--- config.mk ---
export PLATFORM = sky130hd
export DESIGN_NAME = serial_parity_rx
export DESIGN_NICKNAME = d
export VERILOG_FILES = /design/src/rtl/serial_pkg.sv /design/src/rtl/sync_2ff.sv /design/src/rtl/serial_parity_rx.sv
export SDC_FILE = /design/constraint.sdc
export NUM_CORES = 1
export LEC_CHECK = 0
export ABC_CLOCK_PERIOD_IN_PS = 1910
export CAP_MARGIN = 20
export CELL_PAD_IN_SITES_DETAIL_PLACEMENT = 1
export CELL_PAD_IN_SITES_GLOBAL_PLACEMENT = 1
export CORE_ASPECT_RATIO = 2
export CORE_MARGIN = 2
export CORE_UTILIZATION = 42
export DETAILED_ROUTE_END_ITERATION = 8
export PLACE_DENSITY = 0.76
export SLEW_MARGIN = 20
export SYNTH_ARGS = -nofsm -noshare
export SYNTH_HDL_FRONTEND = slang
export SYNTH_SLANG_ARGS = --single-unit
--- constraint.sdc ---
create_clock -name CLK -period 1.91 [get_ports CLK]
set_clock_uncertainty 0.05 [all_clocks]
set_input_delay 0.191 -clock CLK [delete_from_list [all_inputs] [get_ports CLK]]
set_output_delay 0.191 -clock CLK [all_outputs]
set_load 0.01 [all_outputs]
--- src/rtl/serial_pkg.sv ---
// Shared definitions for the UART-style serial link with XOR parity.
// The receiver and the matching transmitter both use these.
package serial_pkg;

  typedef enum logic [2:0] {
    StIdle   = 3'd0,
    StStart  = 3'd1,
    StData   = 3'd2,
    StParity = 3'd3,
    StStop   = 3'd4
  } rx_state_e;

  localparam int unsigned DEFAULT_CLKS_PER_BIT = 16;

  localparam logic PARITY_EVEN = 1'b0;
  localparam logic PARITY_ODD  = 1'b1;

endpackage

--- src/rtl/sync_2ff.sv ---
// Two-flop synchronizer for an asynchronous level input.
// Reset presets both flops to 1, the idle level of a serial line.
module sync_2ff (
  input  logic clk,
  input  logic rst,
  input  logic d,
  output logic q
);

  logic meta_q;
  logic sync_q;

  always_ff @(posedge clk) begin
    if (rst) begin
      meta_q <= 1'b1;
      sync_q <= 1'b1;
    end else begin
      meta_q <= d;
      sync_q <= meta_q;
    end
  end

  assign q = sync_q;

endmodule

--- src/rtl/serial_parity_rx.sv ---
// Bit-serial frame receiver: start, DATA_BITS data LSB-first, parity, stop.
// Samples mid-bit, checks XOR parity and reports framing errors.
module serial_parity_rx #(
  parameter int unsigned CLKS_PER_BIT = serial_pkg::DEFAULT_CLKS_PER_BIT,
  parameter int unsigned DATA_BITS    = 8,
  parameter bit          PARITY_ODD   = serial_pkg::PARITY_EVEN
) (
  input  logic                 CLK,
  input  logic                 RST,
  input  logic                 RX,
  output logic [DATA_BITS-1:0] DATA,
  output logic                 VALID,
  output logic                 PARITY_ERR,
  output logic                 FRAME_ERR,
  output logic                 BUSY
);

  import serial_pkg::*;

  localparam int unsigned TimerW = $clog2(CLKS_PER_BIT);
  localparam int unsigned IdxW   = $clog2(DATA_BITS);

  localparam logic [TimerW-1:0] HalfBit = TimerW'(CLKS_PER_BIT / 2 - 1);
  localparam logic [TimerW-1:0] FullBit = TimerW'(CLKS_PER_BIT - 1);
  localparam logic [IdxW-1:0]   LastIdx = IdxW'(DATA_BITS - 1);

  logic rx_s;

  rx_state_e            state_q;
  logic [TimerW-1:0]    timer_q;
  logic [IdxW-1:0]      bit_idx_q;
  logic [DATA_BITS-1:0] shift_q;
  logic                 acc_q;
  logic                 parity_bad_q;
  logic                 rx_prev_q;
  logic [DATA_BITS-1:0] data_q;
  logic                 valid_q;
  logic                 parity_err_q;
  logic                 frame_err_q;

  sync_2ff u_sync (
    .clk (CLK),
    .rst (RST),
    .d   (RX),
    .q   (rx_s)
  );

  always_ff @(posedge CLK) begin
    if (RST) begin
      state_q      <= StIdle;
      timer_q      <= '0;
      bit_idx_q    <= '0;
      shift_q      <= '0;
      acc_q        <= 1'b0;
      parity_bad_q <= 1'b0;
      rx_prev_q    <= 1'b1;
      data_q       <= '0;
      valid_q      <= 1'b0;
      parity_err_q <= 1'b0;
      frame_err_q  <= 1'b0;
    end else begin
      // History runs in every state so a start bit right after a stop bit is seen.
      rx_prev_q <= rx_s;
      valid_q   <= 1'b0;

      unique case (state_q)
        StIdle: begin
          if (rx_prev_q && !rx_s) begin
            state_q <= StStart;
            timer_q <= '0;
          end
        end

        StStart: begin
          if (timer_q == HalfBit) begin
            timer_q <= '0;
            if (rx_s) begin
              state_q <= StIdle;
            end else begin
              state_q   <= StData;
              bit_idx_q <= '0;
              acc_q     <= PARITY_ODD;
            end
          end else begin
            timer_q <= timer_q + TimerW'(1);
          end
        end

        StData: begin
          if (timer_q == FullBit) begin
            timer_q <= '0;
            shift_q <= {rx_s, shift_q[DATA_BITS-1:1]};
            acc_q   <= acc_q ^ rx_s;
            if (bit_idx_q == LastIdx) begin
              state_q <= StParity;
            end else begin
              bit_idx_q <= bit_idx_q + IdxW'(1);
            end
          end else begin
            timer_q <= timer_q + TimerW'(1);
          end
        end

        StParity: begin
          if (timer_q == FullBit) begin
            timer_q      <= '0;
            parity_bad_q <= acc_q ^ rx_s;
            state_q      <= StStop;
          end else begin
            timer_q <= timer_q + TimerW'(1);
          end
        end

        StStop: begin
          if (timer_q == FullBit) begin
            timer_q      <= '0;
            state_q      <= StIdle;
            valid_q      <= 1'b1;
            data_q       <= shift_q;
            parity_err_q <= parity_bad_q;
            frame_err_q  <= ~rx_s;
          end else begin
            timer_q <= timer_q + TimerW'(1);
          end
        end

        default: begin
          state_q <= StIdle;
          timer_q <= '0;
        end
      endcase
    end
  end

  assign DATA       = data_q;
  assign VALID      = valid_q;
  assign PARITY_ERR = parity_err_q;
  assign FRAME_ERR  = frame_err_q;
  assign BUSY       = (state_q != StIdle);

endmodule
==> summary.md <==
| Metric | Value |
|---|---|
| CP Capture Type | `output port` |
| Min-delay worst type | `register to register` |
| CTS max path bufs | `2` |
| Vias per cell | `5.88` |
| Final global-route overflow total | `0` |
| DP HPWL | `2570 um` |
| Layout cells sized above 1 | `15.3%` |
| Port Buf Inserts | `14` |
| Critical-path cell list | `nor3_4, inv_1, clkdlybuf4s50_1` |
| # Post-CTS Setup Buffers | `0` |
| CTS Buf Count | `5` |
| DR WL/cell | `16.6 um` |
| Area growth from synthesis to layout | `19.2%` |
| Wire length of the first global-routing pass | `5800 um` |
| Final net count | `181` |
| Setup CP Type | `register to output port` |
| M2 GR Usage | `37.4%` |
| P_leak | `0.000633 uW` |
| Max Fclk | `0.569 GHz` |
| Mapped cell area | `1450 sq um` |
| Residual DRC | `0` |
| Vias | `1,223` |
| Share of flip-flops with an asynchronous set or reset | `0%` |
| Synth Instances | `159` |
| Placed insts | `200` |
| Setup TNS | `0 ns` |
| Sink Count | `34` |
| Number of synthesized flops with an enable pin | `0` |
| Hold Fails Final Rpt | `0` |
| Slowest-stage cell, CP | `clkdlybuf4s50_1` |
| Tcrit/Tclk final | `92.0%` |
| Pwr Total | `1300 uW` |
| Final cell count without fillers | `208` |
| #FFs+latches synth | `34` |
| PwrDens | `755 nW/um^2` |
| Tightest Pin Transition | `0.370 ns` |
| Final wirelength | `3450 um` |
| FP Rows | `30` |
| Placed inst area | `1620 sq um` |
| Worst Path Max Fanout | `13` |
| Max-slew headroom | `75.2%` |
| Mean Syn Cell Area | `9.10 sq um` |
| Commonest register cell after synthesis | `dfxtp_1` |
| RSZ-0062 raised after global routing | `no` |
| GP Congestion | `0.791` |
| Die W | `45.5 um` |
| Maximum Capacitance Violations | `0` |
| Crit path max-delay family | `buffers and inverters` |
| Layout filler cell count | `402` |
| Met1 Track Usage GR | `18.8%` |
| Max incr delay on CP | `0.47 ns` |
| ANT nets after route | `0` |
| Syn nets | `165` |
| Largest net degree at the start of global routing | `14` |
| # diodes | `0` |
| Critical path data arrival time | `1.52 ns` |
| Post-route design area | `1720 sq um` |
| Critical Path RT | `1.67 ns` |
| Status | `finished, final reports clean` |
| H-tree depth | `2` |
| Distinct cell type count after synthesis | `37` |
| Most used routing layer | `met2` |
| Initial DRC Count | `11` |
| Tmin final | `1.76 ns` |
| Seq/Total Area, Yosys | `47.1%` |
| Router iterations before antenna repair | `4` |
| Final Setup Violations | `0` |
| YS warnings | `0` |
| Die ar. | `3960 sq um` |
| Root buffer cell | `clkbuf_8` |
| Max-slew violation count | `0` |
| VDD IR max | `590 uV` |
| Final core utilization | `51.6%` |
| Starting density of the core | `43.3%` |
| Clk slew on worst S/H paths | `0.07 ns` |
| CORE AREA | `3340 sq um` |
| I/O Pins | `15` |
| GRT Total Usage | `19.9%` |
| Vias in the first global route | `1,329` |
| Global-route met3 utilization | `4.36%` |
| CTS tree | `built` |
| Clock latency on the worst-skew pair | `0.29 ns` |
| Worst Path Buf+Inv | `2` |
| CP Launch Type | `register` |
| Initial antenna violation count | `0` |
| Die height | `87.0 um` |
cells in the mapped netlist (2+ instances only):
cell       n  area share, %
a21oi_1   15            5.2
a22o_1     2            1.2
a22oi_1    2            1.0
and2_1     2           0.86
and3_1     2           0.86
buf_2      5            1.7
buf_4      2            1.0
clkbuf_1   5            1.3
dfxtp_1   34             47
ha_1       3            2.6
mux2i_1   10            6.9
nand2_1   13            3.4
nand2b_1   3            1.3
nand3_1   10            3.5
nand3b_1   2            1.0
nor2_1    21            5.5
nor3_1     3            1.0
nor3_2     3            2.1
o21a_1     2            1.0
or2_2      3            1.3
worst paths after layout:
kind | start | end | slack (ns) | depth (start not counted)
setup / recovery | state_q[2] | BUSY | 0.15 | 3
hold reg to reg | u_sync.meta_q | u_sync.q | 0.37 | 1
hold / removal | u_sync.meta_q | u_sync.q | 0.37 | 1
setup reg to reg | timer_q[0] | shift_q[1] | 0.16 | 6
sequential cells by signal, indices dropped and copies added, names as in the netlist:
register / count
DATA: 8
shift_q: 8
timer_q: 4
bit_idx_q: 3
state_q: 3
FRAME_ERR: 1
PARITY_ERR: 1
VALID: 1
acc_q: 1
parity_bad_q: 1
rx_prev_q: 1
u_sync.meta_q: 1
u_sync.q: 1
cells by family (layout without fill, tap and decap cells):
family | after synthesis | in the layout | synth area share, %
AO/OA/AOI/OAI | 28 | 28 | 12.4
buffers and inverters | 13 | 30 | 4.32
adder cells (fa/ha/maj) | 3 | 3 | 2.60
AND/OR/NAND/NOR | 69 | 69 | 25.3
multiplexers | 11 | 11 | 7.70
XOR/XNOR | 1 | 1 | 0.606
flip-flops | 34 | 34 | 47.1
where the power goes:
group | internal [uW] | switching (uW)
clock network | 290 | 245
logic | 19.9 | 25.2
registers | 714 | 7.39
final cells by class:
type / count / area (sq um) / share of cell area (%)
Clock inverter: 1 / 5.00 / 0.290
Timing Repair Buffer: 21 / 193 / 11.2
Clock buffer: 7 / 86.3 / 5.01
Multi-Input combinational cell: 112 / 713 / 41.4
Tap cell: 32 / 40.0 / 2.32
Sequential cell: 34 / 683 / 39.6
Inverter: 1 / 3.75 / 0.218
through the flow:
step	hold WS (ns)	setup slack (ns)
2_1_floorplan	0.245	0.352
5_1_grt	0.381	0.0354
3_5_place_dp	0.354	0.133
3_3_place_gp	0.346	0.257
6_report	0.366	0.153
4_1_cts	0.372	0.00563
repair_timing:
item | CTS | global route
endpoints found under the setup margin | 1 | 9
resized for setup | 1 | 4
hold buffers | 0 | 0
layout by cell type, fill, tap and decap left out, drive strengths merged, types with 2 or more instances in the layout:
cell and count:
ha 3, nand3b 2, mux2i 10, a21oi 15, and2 2, nand2b 3
nand3 10, nor3 6, clkdlybuf4s50 14, dfxtp 34, a22o 2, nor2 21
a22oi 2, buf 7, o21a 2, or2 4, and3 2, nand2 13
clkbuf 7
layer usage:
layer	up-vias	wire length (um)	share of wire [%]
met1	619	1240	36
met3	7	53	1.5
li1	588	-	-
met2	9	2080	60
met5	-	0	0
met4	0	70	2.0
No activity file was read; power rests on OpenSTA's default activity.
